[src/rtl/ex_mem_stage.sv]
// EX/MEM pipeline register for the 16-bit core.
// Captures the ALU result, store data and control bits, and resolves
// conditional branches into a one-cycle registered redirect.
// After a taken branch, a fixed number of younger accepted instructions
// is dropped. A latched HALT freezes the stage until reset.
module ex_mem_stage #(
    parameter int SHADOW_DEPTH = 2,
    parameter int WIDTH        = 16
) (
    input  logic             clk,
    input  logic             rst,
    input  logic             in_valid,
    output logic             in_ready,
    input  logic             stall,
    input  logic             flush,
    input  logic [4:0]       ex_opcode,
    input  logic [1:0]       ex_funct,
    input  logic [WIDTH-1:0] aluout,
    input  logic             equalto,
    input  logic             lt,
    input  logic             gt,
    input  logic [WIDTH-1:0] ex_pc_plus2,
    input  logic [WIDTH-1:0] ex_br_offset,
    input  logic [WIDTH-1:0] ex_store_data,
    input  logic [2:0]       ex_wr_reg,
    input  logic             ex_reg_write,
    input  logic             ex_mem_read,
    input  logic             ex_mem_write,
    input  logic             ex_halt,
    output logic             mem_valid,
    output logic [WIDTH-1:0] mem_aluout,
    output logic [WIDTH-1:0] mem_store_data,
    output logic [2:0]       mem_wr_reg,
    output logic             mem_reg_write,
    output logic             mem_mem_read,
    output logic             mem_mem_write,
    output logic [1:0]       ex_funct_q,
    output logic             mem_halt,
    output logic             br_redirect,
    output logic [WIDTH-1:0] br_target
);

    typedef enum logic [1:0] {
        RUN    = 2'd0,
        SHADOW = 2'd1,
        HALTED = 2'd2
    } state_t;

    state_t     state;
    logic [2:0] shadow_cnt;
    logic       accept;
    logic       taken;

    // The stage refuses new work while the downstream is stalled or after a halt.
    assign in_ready = ~stall & (state != HALTED);
    assign accept   = in_valid & in_ready & ~flush;

    // Branch condition decode for the 011xx conditional branch group.
    always_comb begin
        taken = 1'b0;
        if (ex_opcode[4:2] == 3'b011) begin
            case (ex_opcode[1:0])
                2'b00:   taken = equalto;
                2'b01:   taken = ~equalto;
                2'b10:   taken = lt;
                2'b11:   taken = gt;
                default: taken = 1'b0;
            endcase
        end else begin
            taken = 1'b0;
        end
    end

    // Pipeline register, branch redirect and run/shadow/halt control.
    always_ff @(posedge clk) begin
        if (rst) begin
            state          <= RUN;
            shadow_cnt     <= 3'd0;
            mem_valid      <= 1'b0;
            mem_aluout     <= '0;
            mem_store_data <= '0;
            mem_wr_reg     <= 3'd0;
            mem_reg_write  <= 1'b0;
            mem_mem_read   <= 1'b0;
            mem_mem_write  <= 1'b0;
            ex_funct_q     <= 2'd0;
            mem_halt       <= 1'b0;
            br_redirect    <= 1'b0;
            br_target      <= '0;
        end else if (flush) begin
            // Squash contents; a halt stays latched.
            mem_valid     <= 1'b0;
            mem_reg_write <= 1'b0;
            mem_mem_read  <= 1'b0;
            mem_mem_write <= 1'b0;
            br_redirect   <= 1'b0;
            shadow_cnt    <= 3'd0;
            if (state == SHADOW) begin
                state <= RUN;
            end else begin
                state <= state;
            end
        end else if (stall) begin
            // Everything holds except the redirect pulse, which must not stretch.
            br_redirect <= 1'b0;
        end else begin
            br_redirect <= 1'b0;
            if (accept) begin
                case (state)
                    RUN: begin
                        mem_valid      <= 1'b1;
                        mem_aluout     <= aluout;
                        mem_store_data <= ex_store_data;
                        mem_wr_reg     <= ex_wr_reg;
                        mem_reg_write  <= ex_reg_write;
                        mem_mem_read   <= ex_mem_read;
                        mem_mem_write  <= ex_mem_write;
                        ex_funct_q     <= ex_funct;
                        if (taken) begin
                            br_redirect <= 1'b1;
                            br_target   <= ex_pc_plus2 + ex_br_offset;
                        end else begin
                            br_redirect <= 1'b0;
                        end
                        // Halt dominates the shadow when both arrive together.
                        if (ex_halt) begin
                            state    <= HALTED;
                            mem_halt <= 1'b1;
                        end else if (taken) begin
                            state      <= SHADOW;
                            shadow_cnt <= 3'(SHADOW_DEPTH);
                        end else begin
                            state <= RUN;
                        end
                    end
                    SHADOW: begin
                        // Wrong-path instruction: drop it, no redirect, no halt.
                        mem_valid     <= 1'b0;
                        mem_reg_write <= 1'b0;
                        mem_mem_read  <= 1'b0;
                        mem_mem_write <= 1'b0;
                        shadow_cnt    <= shadow_cnt - 3'd1;
                        if (shadow_cnt == 3'd1) begin
                            state <= RUN;
                        end else begin
                            state <= SHADOW;
                        end
                    end
                    default: begin
                        mem_valid     <= 1'b0;
                        mem_reg_write <= 1'b0;
                        mem_mem_read  <= 1'b0;
                        mem_mem_write <= 1'b0;
                    end
                endcase
            end else begin
                mem_valid     <= 1'b0;
                mem_reg_write <= 1'b0;
                mem_mem_read  <= 1'b0;
                mem_mem_write <= 1'b0;
            end
        end
    end

endmodule

[config.mk]
export PLATFORM = sky130hd
export DESIGN_NAME = ex_mem_stage
export DESIGN_NICKNAME = d
export VERILOG_FILES = /design/src/rtl/ex_mem_stage.sv
export SDC_FILE = /design/constraint.sdc
export NUM_CORES = 1
export LEC_CHECK = 0
export CAP_MARGIN = 10
export CORE_UTILIZATION = 30
export CTS_CLUSTER_DIAMETER = 200
export DETAILED_ROUTE_END_ITERATION = 7
export PLACE_DENSITY = 0.67
export SLEW_MARGIN = 5
export SYNTH_ARGS = -nofsm -noshare
export SYNTH_HDL_FRONTEND = slang
export SYNTH_SLANG_ARGS = --single-unit
[constraint.sdc]
create_clock -name clk -period 3 [get_ports clk]
set_input_delay 0.3 -clock clk [delete_from_list [all_inputs] [get_ports clk]]
set_output_delay 0.3 -clock clk [all_outputs]
set_load 0.05 [all_outputs]
==> results.md <==
Power and ir drop:
- The switching part of the total power is 0.275.
- Of the total power, combinational logic draws 0.208.
- The internal power is 1.57 mW.
- Overall power consumption after layout is estimated at 2.17 mW.
- The net switching component of the power is 599 uW.
- The maximum vdd drop is about 220 uV.
- The power density over cell area is 435 nW/um^2.
- The part of the total power dissipated in sequential elements is 0.405.
- The static leakage is about 1.8 nW.
- Of the total power, the clock network draws 0.388.

Route:
- Summed over all layers, the routed wires come to approximately 9.1 mm.
- The first TritonRoute pass finished after 4 iterations.
- The number of nets still failing antenna checks after routing is 0.
- The total via count in the routed design is 3334.
- In the routed design, unresolved DRC markers number 0.
- After detailed routing, the average wire length per cell comes to 13.6 um.
- The mean number of vias per cell is 4.97.
- The detailed router finished its first iteration with roughly 110 violations.

Cells and area:
- Measured on the finished design, the core utilization comes to 0.484.
- The most frequent standard cell in the layout excluding fill and tap cells is sky130_fd_sc_hd__clkdlybuf4s50_1.
- In the final design database the tool counted approximately 630 nets.
- The largest registers in the layout are br_target x16, mem_aluout x16, mem_store_data x16.
- 0 antenna diodes ended up in the layout.
- The growth of design area from synthesis to finish is 56.1%.
- Leaving out fill and tap cells, the most frequent cells in the layout are 144 x sky130_fd_sc_hd__clkdlybuf4s50_1, 97 x sky130_fd_sc_hd__nand2_1, 64 x sky130_fd_sc_hd__dfxtp_1.
- The fraction of layout instances using a drive strength above 1 is 0.0636.

Synthesis:
- Of the post-synthesis cell area, the dominant cell type holds 0.400.
- Ranked by total cell area, the synthesized netlist is headed by sky130_fd_sc_hd__dfxtp_1 40%, sky130_fd_sc_hd__nand2_1 11%, sky130_fd_sc_hd__a21oi_1 9.9%.
- Each instance of the synthesized netlist takes up on average 8.23 sq um.
- The number of warnings issued by yosys is 0.
- The area of the mapped netlist is about 3200 sq um.
- The proportion of register bits with asynchronous set or reset after synthesis is 0.
- Synthesis produced a netlist with a net count of 493.
- The count of flip-flops with a built-in enable after synthesis is 0.
- The number of standard cells after synthesis is 389.
- The synthesized design contains 64 register bits.
- The most instantiated flip-flop cell in the synthesis netlist is sky130_fd_sc_hd__dfxtp_1.
- The unique cell type count in the Yosys netlist is 49.
- The synthesized design spends more area on one cell type than any other, namely sky130_fd_sc_hd__dfxtp_1.
- For this run, the register share of the synthesized area comes to 0.400.

STA:
- Setup total negative slack on the finished layout was measured at 0 ns.
- The final count of hold timing violations came to 0.
- Headroom to the max-slew limit came out at 0.483.
- For the pin with the worst max-slew slack, the measured transition is 0.776 ns.
- Setup repair after global routing left no endpoint under its margin.
- On the final layout, the worst clock skew is 0.00920 ns.
- The count of endpoints failing setup in the final report is 0.
- The part of the cycle the worst path needs is 0.835.
- Subtracting the final worst setup slack from the clock period gives ~2.5 ns.
- Based on the critical path, the design can be clocked at up to 399 MHz.
- The number of max-slew violations in the final report came to 0.
- The final setup slack of the worst path is 0.494 ns.
- The tightest hold margin is ~0.45 ns.

CTS:
- The buffer levels on the longest clock path is 2.
- TritonCTS built the clock tree.
- The clock tree synthesis step divided the H-tree into 3 levels.
- The post-CTS setup repair buffer count is 0.
- The count of clock tree sinks is 64.
- Clock tree synthesis selected as its root buffer the cell sky130_fd_sc_hd__clkbuf_8.
- The clock network latency to the later pin of the worst-skew pair is roughly 0.33 ns.
- The number of clock buffers added by TritonCTS is 9.
- The clock transition at the registers of the reported paths is 0.07 ns.
- In this run, post-CTS repair resized a total of 0 instances.
- After clock tree synthesis, the flow added hold-fix buffers numbering 0.

Min path:
- The count of cells along the worst hold path is 2.
- The worst hold path belongs to the class reg2reg.

Worst setup path:
- The count of cells along the worst register-to-register path is 7.
- The top fanout value on the critical path is 5.
- Data on the critical path arrives at its endpoint at 2.70 ns.
- The category of the worst setup path capture point is a flip-flop.
- The setup path with the least slack is of type in2reg.
- The reg2reg setup slack is approximately 0.80 ns.
- Data on the critical path is required at its endpoint by between 3 and 4 ns.
- The element type at the critical path start is a primary input.

Floorplanning:
- After floorplanning, the core was divided into 37 placement rows.
- The effective utilization at floorplan is 0.310.
- During I/O placement, the number of pins put on the boundary was 146.
- After floorplanning, the core was sized to cover 10300 sq um.
- The die outline width is 105 um.
- The die covers 11100 sq um.
- The die outline height is between 100 and 150 um.

Global route:
- The largest net degree at the start of global routing is 43.
- The via count of the first global-routing pass is 3207.
- The overall overflow remaining after global route is 0.
- The aggregate global-route resource usage is 0.166.
- The number of antenna violations at the first check in global routing is 0.
- The first global-routing pass estimated between 10 and 15 mm of wire.

Flow run:
- The tool flagged a number of max-cap violations equal to 0.

Place:
- The minimum setup slack after placement is about 0.19 ns.
- Input and output buffers added on the ports amount to 145.
- The global placement routability congestion is about 0.86.
- Detailed placement ended at an HPWL of roughly 6.8 mm.

Run status:
- The run finished with clean final reports.
[power groups by stage]
stage | Sequential, mW | Combinational, mW | Clock (mW)
floorplan | 0.964 | 0.186 | 0
global placement | 0.898 | 0.447 | 0
detailed placement | 0.899 | 0.450 | 0
CTS | 0.879 | 0.452 | 0.870
global route | 0.881 | 0.487 | 0.906
finish | 0.879 | 0.452 | 0.842
[final cells by class]
type,instances,area [sq um]
Multi-Input combinational cell,299,1810
Clock inverter,6,91.3
Clock buffer,10,138
Tap cell,136,170
Fill cell,1001,5330
Timing Repair Buffer,151,1490
Sequential cell,64,1280
Inverter,5,18.8
[through the flow]
stage                     cells  area [sq um]
after floorplan             389          3200
after global placement      655          4770
after detailed placement    655          4770
after CTS                   671          5000
after global routing        671          5000
final                       671          5000
[worst max-delay path, stage by stage]
cell and delay [ns]:
sky130_fd_sc_hd__clkdlybuf4s50_1 0.41, sky130_fd_sc_hd__ha_1 0.23, sky130_fd_sc_hd__fa_1 0.41, sky130_fd_sc_hd__a21o_1 0.22, sky130_fd_sc_hd__a311o_1 0.43, sky130_fd_sc_hd__and3_1 0.22, sky130_fd_sc_hd__a2111oi_2 0.37, sky130_fd_sc_hd__nor3b_1 0.10
[final timing paths]
kind	from	to
worst min register to register	mem_aluout[5]	mem_aluout[5]
worst min-delay path	mem_aluout[5]	mem_aluout[5]
worst max register to register	state[1]	br_target[13]
worst max-delay path	ex_pc_plus2[0]	br_target[14]
[kinds of logic (layout without fill, tap and decap cells)]
logic type,count (synthesis),in the layout,synth area share
buffers and inverters,26,172,0.0356
AO/OA/AOI/OAI,121,121,0.244
flip-flops,64,64,0.400
XOR/XNOR,4,4,0.0109
AND/OR/NAND/NOR,156,156,0.236
adder cells (fa/ha/maj),18,18,0.0727
[per-layer routing]
layer,global-route usage,part of all wire
met5,0,0
met4,0.0402,0.0045
met3,0.0476,0.070
met2,0.288,0.49
met1,0.200,0.44
[synthesized netlist by cell type (4+ instances only)]
master and count:
sky130_fd_sc_hd__inv_1 5, sky130_fd_sc_hd__dfxtp_1 64, sky130_fd_sc_hd__o21bai_1 4, sky130_fd_sc_hd__nor3b_1 10, sky130_fd_sc_hd__ha_1 17, sky130_fd_sc_hd__or3_1 4, sky130_fd_sc_hd__nand2_1 97, sky130_fd_sc_hd__a2111oi_2 5
sky130_fd_sc_hd__o21a_1 7, sky130_fd_sc_hd__a211oi_1 6, sky130_fd_sc_hd__nand3_1 4, sky130_fd_sc_hd__a21oi_1 63, sky130_fd_sc_hd__nor2_1 16, sky130_fd_sc_hd__clkbuf_1 18, sky130_fd_sc_hd__a311o_1 5, sky130_fd_sc_hd__o21ai_0 12
No activity file was read; power rests on OpenSTA's default activity.
